$ cat src/rtl/dmem_port.sv
// Data-memory responder: services execute-stage loads/stores against a single-port
// synchronous word RAM, with read-modify-write for sub-word stores and load extension.
module dmem_port #(
    parameter int ADDR_WIDTH = 12
) (
    input  logic                  clk,
    input  logic                  rst_n,
    input  logic                  r_mem_enable_i,
    input  logic [31:0]           r_mem_addr_i,
    input  logic                  w_mem_enable_i,
    input  logic [31:0]           w_mem_addr_i,
    input  logic [31:0]           w_mem_data_i,
    input  logic [2:0]            data_type_i,
    output logic                  stall_o,
    output logic [31:0]           r_mem_data_o,
    output logic                  r_mem_valid_o,
    output logic                  misalign_o,
    output logic                  ram_en_o,
    output logic                  ram_we_o,
    output logic [ADDR_WIDTH-1:0] ram_addr_o,
    output logic [31:0]           ram_wdata_o,
    input  logic [31:0]           ram_rdata_i
);

    // Access-type codes shared with the execute stage (RISC-V funct3 layout).
    localparam logic [2:0] DT_BYTE  = 3'b000;
    localparam logic [2:0] DT_HALF  = 3'b001;
    localparam logic [2:0] DT_WORD  = 3'b010;
    localparam logic [2:0] DT_UBYTE = 3'b100;
    localparam logic [2:0] DT_UHALF = 3'b101;

    typedef enum logic [1:0] {
        IDLE,
        LOAD_WAIT,
        RMW_MERGE
    } state_t;

    state_t                state, state_next;
    logic [ADDR_WIDTH-1:0] word_addr_q;
    logic [1:0]            offset_q;
    logic [2:0]            type_q;
    logic [15:0]           data_q;
    logic                  latch_en;

    logic        is_store, is_load;
    logic [31:0] req_addr;
    logic        size_byte, size_half, size_word, misaligned;
    logic        unused_addr_bits;

    assign is_store  = w_mem_enable_i;
    assign is_load   = !w_mem_enable_i && r_mem_enable_i;
    assign req_addr  = is_store ? w_mem_addr_i : r_mem_addr_i;
    assign size_byte = (data_type_i == DT_BYTE) || (data_type_i == DT_UBYTE);
    assign size_half = (data_type_i == DT_HALF) || (data_type_i == DT_UHALF);
    // Any unrecognised code is handled as a full word.
    assign size_word = !size_byte && !size_half;
    assign misaligned = (size_half && req_addr[0]) || (size_word && (req_addr[1:0] != 2'b00));

    // Byte-address bits above the RAM range alias by truncation.
    assign unused_addr_bits = ^req_addr[31:ADDR_WIDTH+2];

    function automatic logic [31:0] extend_load(input logic [31:0] word,
                                                input logic [1:0]  offset,
                                                input logic [2:0]  dtype);
        logic [7:0]  b;
        logic [15:0] h;
        b = word[{offset, 3'b000} +: 8];
        h = offset[1] ? word[31:16] : word[15:0];
        case (dtype)
            DT_BYTE:  return {{24{b[7]}}, b};
            DT_UBYTE: return {24'h0, b};
            DT_HALF:  return {{16{h[15]}}, h};
            DT_UHALF: return {16'h0, h};
            default:  return word;
        endcase
    endfunction

    function automatic logic [31:0] merge_store(input logic [31:0] word,
                                                input logic [1:0]  offset,
                                                input logic [2:0]  dtype,
                                                input logic [15:0] data);
        logic [31:0] merged;
        merged = word;
        if ((dtype == DT_BYTE) || (dtype == DT_UBYTE))
            merged[{offset, 3'b000} +: 8] = data[7:0];
        else if (offset[1])
            merged[31:16] = data;
        else
            merged[15:0] = data;
        return merged;
    endfunction

    // NOTE: every output gets a default before the case so no path can infer a latch.
    always_comb begin
        state_next    = state;
        latch_en      = 1'b0;
        stall_o       = 1'b0;
        r_mem_data_o  = 32'h0;
        r_mem_valid_o = 1'b0;
        misalign_o    = 1'b0;
        ram_en_o      = 1'b0;
        ram_we_o      = 1'b0;
        ram_addr_o    = '0;
        ram_wdata_o   = 32'h0;
        case (state)
            IDLE: begin
                if (is_store || is_load) begin
                    if (misaligned) begin
                        misalign_o = 1'b1;
                    end else if (is_store && size_word) begin
                        ram_en_o    = 1'b1;
                        ram_we_o    = 1'b1;
                        ram_addr_o  = req_addr[ADDR_WIDTH+1:2];
                        ram_wdata_o = w_mem_data_i;
                    end else begin
                        // Loads and sub-word stores both begin with a read of the word.
                        ram_en_o   = 1'b1;
                        ram_addr_o = req_addr[ADDR_WIDTH+1:2];
                        stall_o    = 1'b1;
                        latch_en   = 1'b1;
                        state_next = is_store ? RMW_MERGE : LOAD_WAIT;
                    end
                end
            end
            LOAD_WAIT: begin
                r_mem_valid_o = 1'b1;
                r_mem_data_o  = extend_load(ram_rdata_i, offset_q, type_q);
                state_next    = IDLE;
            end
            RMW_MERGE: begin
                ram_en_o    = 1'b1;
                ram_we_o    = 1'b1;
                ram_addr_o  = word_addr_q;
                ram_wdata_o = merge_store(ram_rdata_i, offset_q, type_q, data_q);
                state_next  = IDLE;
            end
            default: state_next = IDLE;
        endcase
    end

    // NOTE: sequential state uses non-blocking assignments so all registers update together.
    always_ff @(posedge clk or negedge rst_n) begin
        if (!rst_n) begin
            state       <= IDLE;
            word_addr_q <= '0;
            offset_q    <= 2'b00;
            type_q      <= 3'b000;
            data_q      <= 16'h0;
        end else begin
            state <= state_next;
            if (latch_en) begin
                word_addr_q <= req_addr[ADDR_WIDTH+1:2];
                offset_q    <= req_addr[1:0];
                type_q      <= data_type_i;
                data_q      <= w_mem_data_i[15:0];
            end
        end
    end

endmodule

$ cat config.mk
export PLATFORM = sky130hd
export DESIGN_NAME = dmem_port
export DESIGN_NICKNAME = d
export VERILOG_FILES = /design/src/rtl/dmem_port.sv
export SDC_FILE = /design/constraint.sdc
export NUM_CORES = 1
export LEC_CHECK = 0
export CAP_MARGIN = 20
export CORE_MARGIN = 4
export CORE_UTILIZATION = 39
export CTS_BUF_LIST = sky130_fd_sc_hd__clkbuf_8
export CTS_CLUSTER_SIZE = 12
export DETAILED_ROUTE_END_ITERATION = 8
export PLACE_DENSITY = 0.84
export SETUP_SLACK_MARGIN = 0.4
export SLEW_MARGIN = 20
export SYNTH_ARGS = -nofsm -noshare
export SYNTH_HDL_FRONTEND = slang
export SYNTH_SLANG_ARGS = --single-unit
$ cat constraint.sdc
create_clock -name clk -period 3.2 [get_ports clk]
set_input_delay 0.64 -clock clk [delete_from_list [all_inputs] [get_ports clk]]
set_output_delay 0.64 -clock clk [all_outputs]
set_load 0.02 [all_outputs]
==> results of run 1 <==
worst max path at each step:
stage | cells after the start | end | slack [ns]
floorplan | 8 | ram_wdata_o[14] | 0.43
global route | 9 | ram_wdata_o[6] | 0.28
detailed placement | 6 | r_mem_data_o[26] | -0.44
global placement | 6 | r_mem_data_o[24] | -0.33
CTS | 9 | r_mem_data_o[19] | 0.35
finish | 7 | r_mem_data_o[14] | 0.33
cells in the mapped netlist, types with 2 or more instances:
master,count
nand2_1,41
o21ai_0,36
dfrtp_1,35
nor2_1,27
a221o_1,26
mux2i_1,25
a21oi_1,20
mux2_2,20
buf_2,18
a21o_1,16
and2_1,15
a211oi_1,12
clkbuf_1,12
o21ai_1,12
a221oi_1,11
a22o_1,11
inv_1,11
nor2b_1,8
nor3_1,8
ha_1,5
nor4_1,5
o2bb2ai_1,5
nand2b_1,3
buf_4,2
buf_6,2
clkinv_1,2
mux4_2,2
nand3b_1,2
nand4_1,2
nor4_4,2
o22ai_1,2
cell type report:
class | instances | share of cell area
clock buffers | 5 | 0.0111
clock inverters | 3 | 0.00323
inverters | 14 | 0.00968
multi-input cells | 338 | 0.435
flip-flops and latches | 35 | 0.141
well taps | 108 | 0.0218
repair buffers | 261 | 0.378
metal layers:
layer  global-route usage  vias to the layer above
met5                    0                        -
met4               0.0757                        0
met3               0.0616                       47
met2                0.498                      277
met1                0.392                     2283
li1                     -                     2060
where the power goes:
group          internal [mW]  switching, mW
combinational          0.756          0.827
sequential             0.544          0.122
clock                  0.152          0.197
timing repair:
item / in CTS / in global routing
pin swaps: 8 / 14
endpoints found under the hold margin: 0 / 0
resized for setup: 341 / 107
endpoints found under the setup margin: 80 / 72
setup buffers: 12 / 4
cloned: 4 / 1
worst reg2reg max path: stages (launching register included):
cell       delay, ns
dfrtp_1         0.39
buf_4           0.16
nor2_1          0.05
buf_4           0.14
buf_4           0.15
o2111ai_4       0.09
buf_4           0.49
mux2_2          0.43
cells by family after synthesis:
group / count (synthesis)
AOI/OAI and AO/OA: 161
adders and majority gates: 5
buffers and inverters: 48
DFF: 35
muxes: 50
and+or+nand+nor: 122
registers in the layout, summed over array words and instances, names as in the netlist:
| name | count |
|---|---|
| state | 2 |
| word_addr_q | 12 |
| offset_q | 2 |
| type_q | 3 |
| data_q | 16 |
==> results.md, run 1 <==
* GPL Wtd Cong at 0.920
* Commonest non-fill, non-tap cells in the layout: 88 x clkdlybuf4s50_1, 77 x buf_4, 39 x nand2_1
* CP Launch Type: input pin
* Synth Instances at 421
* Register area share after synthesis at 0.249
* Die width at a little over 100 um
* Synth area leaders: dfrtp_1 25%, a221o_1 7.4%, mux2i_1 7.1%
* Share of layout cells above drive strength 1 at 0.380
* Hpwl dp at 11800 um
* DR vias at 4667
* # DRC at 0
* H-Tree Depth at 2
* Area leader, netlist: dfrtp_1
* Xor/xnor cell area share of the yosys netlist at 0
* Crit path buffers/inverters at 4
* Area delta synth->final at 76.2%
* Placement Rows at 34
* Reg-to-reg setup timing slack at 1.18 ns
* CP max-delay cell: a211oi_1
* Vias in the first global route at about 4500
* Area of the die at 0.0106 sq mm
* Drt total wl at 17200 um
* Mapped cell area at about 0.0035 sq mm
* Initial antenna violation count at 0
* Async SR Flop Fraction at 1.00
* Synth top area share at 0.249
* Synth Register Bits at 35
* Hold-fix buffer count after cts at 0
* Max Transition Viols Final at 0
* Placed Area at 0.00577 sq mm
* Final worst slack at 0.329 ns
* Initial Utilization at 0.402
* WP data arrival at 2.23 ns
* Yosys warnings at 0
* Hold WC Path Type: in -> async
* Register area at 877 sq um
* Total chip power at 2.60 mW
* Vias per cell at a little over 6
* Pre-CTS setup slack at -0.437 ns
* R2R cell count at 7
* Critical path type: in -> out
* Routed wl met2 at 8420 um
* Multiplexer area fraction after synthesis at 0.159
* Nets@finish at 795
* Slew HR at 0.396
* Largest family of logic cells by synthesized area: compound AO/OA/AOI/OAI gates
* Total track usage at 0.298
* Tmin final at 2.87 ns
* Main synth FF type: dfrtp_1
* FF-to-FF End: data_q[14]
* CP required at 2.56 ns
* Reg clk slew, reported paths at 0.08 ns
* CP endpoint kind: primary output
* LEAKAGE at between 2 and 3 nW
* Gr ovfl total at 0
* Synth Net Count at 561
* Met1 Routed Length at about 6700 um
* Fraction of the mapped netlist area in simple logic gates at 0.178
* Inserted Clock Buffers at 5
* PwrDens at 419 mW/mm^2
* Hold Fails Final Rpt at 0
* Adder-cell share of the synthesized area at 0.0178
* CTS tree: yes
* Distinct cells, synth at between 50 and 60
* Status: finished clean
* RSZ-0062 raised after global routing: yes
* Hold slack at roughly 0.46 ns
* Syn Area/Cell at between 8 and 9 sq um
* Clock Sinks at 35
* Setup TNS at 0 ns
* Max Cap Violations at 0
* Port bufs at approximately 180
* Final Cycle Share at 0.897
* FMAX at 348 MHz
* Antenna cells at 0
* Max layer used: met4
* Area of the multi-input gates at 0.00270 sq mm
* Final setup viols at 0
* Antenna-violating nets left at 0
* 1st-iter DRT viols at 438
* Pin count of the biggest net entering global routing at 47
* Fillers at approximately 680
* Crit path max fanout at 3
* Post-route cell area at 0.00621 sq mm
* WL/cell at 22.5 um
* Routed wl met3 at approximately 1600 um
* DIE HEIGHT at 103 um
* RR Startpoint: state[1]
* Crit path from: ram_rdata_i[7]
* CP Cell Sequence: dlygate4sd2_1 -> buf_4 -> mux2_2 -> buf_4 -> a211oi_1 -> a211oi_1 -> clkdlybuf4s15_2
* Ports at 216
* Post-synth EDFFs at 0
* Core Region at 0.00876 sq mm
* CP max stage delay at 0.33 ns
* Layout Cells excl Fill at 764
* DR pass1 iterations at 5
* Deepest clock path buffer count at 2
* Root buffer cell: clkbuf_8
* Actual slew at the worst max-slew pin at 0.905 ns
* Synth Area in Compound Gates at 0.333
* Skew-Pair Late Insertion Delay at 0.30 ns
* Final Util at 0.708
* # placed instances at 735
* First-pass GRT wire length at around 25000 um
* Most common cell after layout, fill and taps aside: clkdlybuf4s50_1
* Top delay family on crit path: buffers and inverters
* Worst Skew at 0.00685 ns
* Peak supply drop at around 0.23 mV
Power figures use the tool's default switching activity.
==> inputs of run 2 (changes only) <==
MAX_ROUTING_LAYER = met4   (was default)
==> run 2 against run 1 <==
Against the previous run:
- sequential share of layout area fell by 0.22 points
- final area rose by 1.6%
- fmax rose by 0.26%
- hold slack got worse by 0.011 ns
- total power rose by 6.2%
- global-route usage rose by 1.2 points
- non-clock buffer count rose by 3
- setup slack improved by 0.0074 ns
- combinational power rose by 3%
- core utilization rose by 1.1 points
- register-to-register slack improved by 0.14 ns
- critical path depth did not move
- critical path type is now reg -> out
- largest cell class unchanged
==> results.md, run 2 (same netlist as run 1, synthesis figures left out) <==
* Status: finished clean (unchanged)
* CP required at 2.56 ns (about the same)
* DR vias at 4880 (was 4667)
* Vias per cell at 6.35 (was 6.11)
* RR Startpoint: state[1] (unchanged)
* Vias in the first global route at 4642 (was 4510)
* DIE HEIGHT at 103 um (unchanged)
* Slew HR at 0.401 (was 0.396)
* Reg-to-reg setup timing slack at 1.32 ns (was 1.18 ns)
* DR pass1 iterations at 5 (unchanged)
* Root buffer cell: clkbuf_8 (unchanged)
* RSZ-0062 raised after global routing: yes (unchanged)
* R2R cell count at 6 (was 7)
* Placement Rows at 34 (unchanged)
* Hold Fails Final Rpt at 0 (unchanged)
* CTS tree: yes (unchanged)
* Pin count of the biggest net entering global routing at 47 (unchanged)
* Max Transition Viols Final at 0 (unchanged)
* Initial antenna violation count at 1 (was 0)
* WL/cell at 23.3 um (was 22.5 um)
* Layout Cells excl Fill at 768 (was 764)
* Clock Sinks at 35 (unchanged)
* # placed instances at 733 (was 735)
* Final Cycle Share at 0.895 (was 0.897)
* Share of layout cells above drive strength 1 at 0.384 (was 0.380)
* Hpwl dp at 11900 um (was 11800 um)
* CP Launch Type: flip-flop (was input pin)
* Hold WC Path Type: in -> async (unchanged)
* # DRC at 0 (unchanged)
* Port bufs at 179 (unchanged)
* Nets@finish at 798 (was 795)
* Drt total wl at 17900 um (was 17200 um)
* Ports at 216 (unchanged)
* Final Util at 0.720 (was 0.708)
* GPL Wtd Cong at 0.925 (was 0.920)
* Critical Path Sink: r_mem_data_o[3] (was r_mem_data_o[14])
* Peak supply drop at 0.240 mV (was 0.230 mV)
* Reg clk slew, reported paths at 0.09 ns (was 0.08 ns)
* Area of the die at 0.0106 sq mm (unchanged)
* Total track usage at 0.310 (was 0.298)
* Total chip power at 2.76 mW (was 2.60 mW)
* CP endpoint kind: primary output (unchanged)
* Register with the most flip-flops: data_q (unchanged)
* Skew-Pair Late Insertion Delay at 0.31 ns (was 0.30 ns)
* Area of the multi-input gates at 0.00270 sq mm (about the same)
* Gr ovfl total at 0 (unchanged)
* Max reg flops at 16 (unchanged)
* Worst Skew at 0.00390 ns (was 0.00685 ns)
* Critical path type: reg -> out (was in -> out)
* FF-to-FF End: data_q[15] (was data_q[14])
* Final setup viols at 0 (unchanged)
* Antenna-violating nets left at 0 (unchanged)
* Area delta synth->final at 79.0% (was 76.2%)
* Fillers at 641 (was 681)
* H-Tree Depth at 2 (unchanged)
* Tmin final at 2.86 ns (was 2.87 ns)
* Die width at 103 um (unchanged)
* FMAX at 349 MHz (was 348 MHz)
* Setup TNS at 0 ns (unchanged)
* First-pass GRT wire length at 24900 um (was 24500 um)
* Register area at 877 sq um (unchanged)
* Actual slew at the worst max-slew pin at 0.899 ns (was 0.905 ns)
* Placed Area at 0.00575 sq mm (was 0.00577 sq mm)
* Hold-fix buffer count after cts at 0 (unchanged)
* Deepest clock path buffer count at 2 (unchanged)
* Max Cap Violations at 0 (unchanged)
* WP data arrival at 2.22 ns (was 2.23 ns)
* PwrDens at 438 mW/mm^2 (was 419 mW/mm^2)
* Regs by FF count: data_q x16, word_addr_q x12, type_q x3 (unchanged)
* Post-route cell area at 0.00631 sq mm (was 0.00621 sq mm)
* Most common cell after layout, fill and taps aside: clkdlybuf4s50_1 (unchanged)
* Initial Utilization at 0.402 (unchanged)
* 1st-iter DRT viols at 404 (was 438)
* Core Region at 0.00876 sq mm (unchanged)
* Commonest non-fill, non-tap cells in the layout: 82 x clkdlybuf4s50_1, 80 x buf_4, 40 x nand2_1 (was 88 x clkdlybuf4s50_1, 77 x buf_4, 39 x nand2_1)
* Crit path from: state[1] (was ram_rdata_i[7])
* LEAKAGE at 2.91 nW (was 2.89 nW)
* Inserted Clock Buffers at 5 (unchanged)
* Crit path max fanout at 11 (was 3)
run 2: changes by cell type in the layout (fill, tap and decap cells not counted), moves of 4 or more:
| cell | before | now |
|---|---|---|
| buf_2 | 34 | 21 |
| buf_6 | 28 | 33 |
| clkbuf_2 | 7 | 11 |
| clkdlybuf4s15_2 | 9 | 17 |
| clkdlybuf4s50_1 | 88 | 82 |
| o21ai_1 | 5 | 9 |
run 2: critical path, cell delays in order, from the launching register on:
cell and delay (ns):
dfrtp_1 0.39, buf_4 0.17, nand2b_1 0.23, buf_4 0.24, inv_2 0.13, o21ai_0 0.13, nor4_1 0.37, clkbuf_2 0.26
run 2: worst min-delay path by stage:
stage                   start              to  slack (ns)  cells after the start
6_report                rst_n  word_addr_q[9]        0.45                      1
5_1_grt                 rst_n  word_addr_q[9]        0.51                      1
4_1_cts                 rst_n  word_addr_q[3]        0.48                      1
3_5_place_dp   word_addr_q[6]  word_addr_q[6]        0.47                      2
3_3_place_gp   word_addr_q[4]  word_addr_q[4]        0.46                      2
2_1_floorplan           rst_n       data_q[0]        0.34                      0
run 2: report_power, final:
part	leakage (nW)	switching (mW)	internal [mW]	total, mW
logic	2.43	0.852	0.770	1.62
registers	0.423	0.127	0.544	0.671
clock network	0.0618	0.209	0.257	0.466
run 2: layout make-up:
class,count,share of cell area
antenna,1,0.000397
clock buffer,6,0.0131
clock inverter,2,0.00615
inverter,14,0.00952
multi-input combinational,338,0.429
sequential,35,0.139
tap,108,0.0214
timing repair buffer,264,0.382
run 2: layer usage:
metal | share of wire | track usage
met2 | 0.49 | 0.500
met1 | 0.38 | 0.408
met3 | 0.086 | 0.0386
met5 | 0 | -
met4 | 0.039 | 0.0896
run 2: timing repair:
| action | CTS | global route |
|---|---|---|
| endpoints found under the setup margin | 80 | 78 |
| setup buffers | 14 | 9 |
| gates resized for setup | 350 | 105 |
| pin swaps | 17 | 28 |
| cloned | 2 | 1 |
run 2: metrics by stage:
step                      hold slack [ns]  setup slack, ns
after floorplan                     0.344            0.429
after global placement              0.462           -0.458
after detailed placement            0.473           -0.429
after CTS                           0.477            0.294
after global routing                0.507            0.283
final                               0.453            0.336
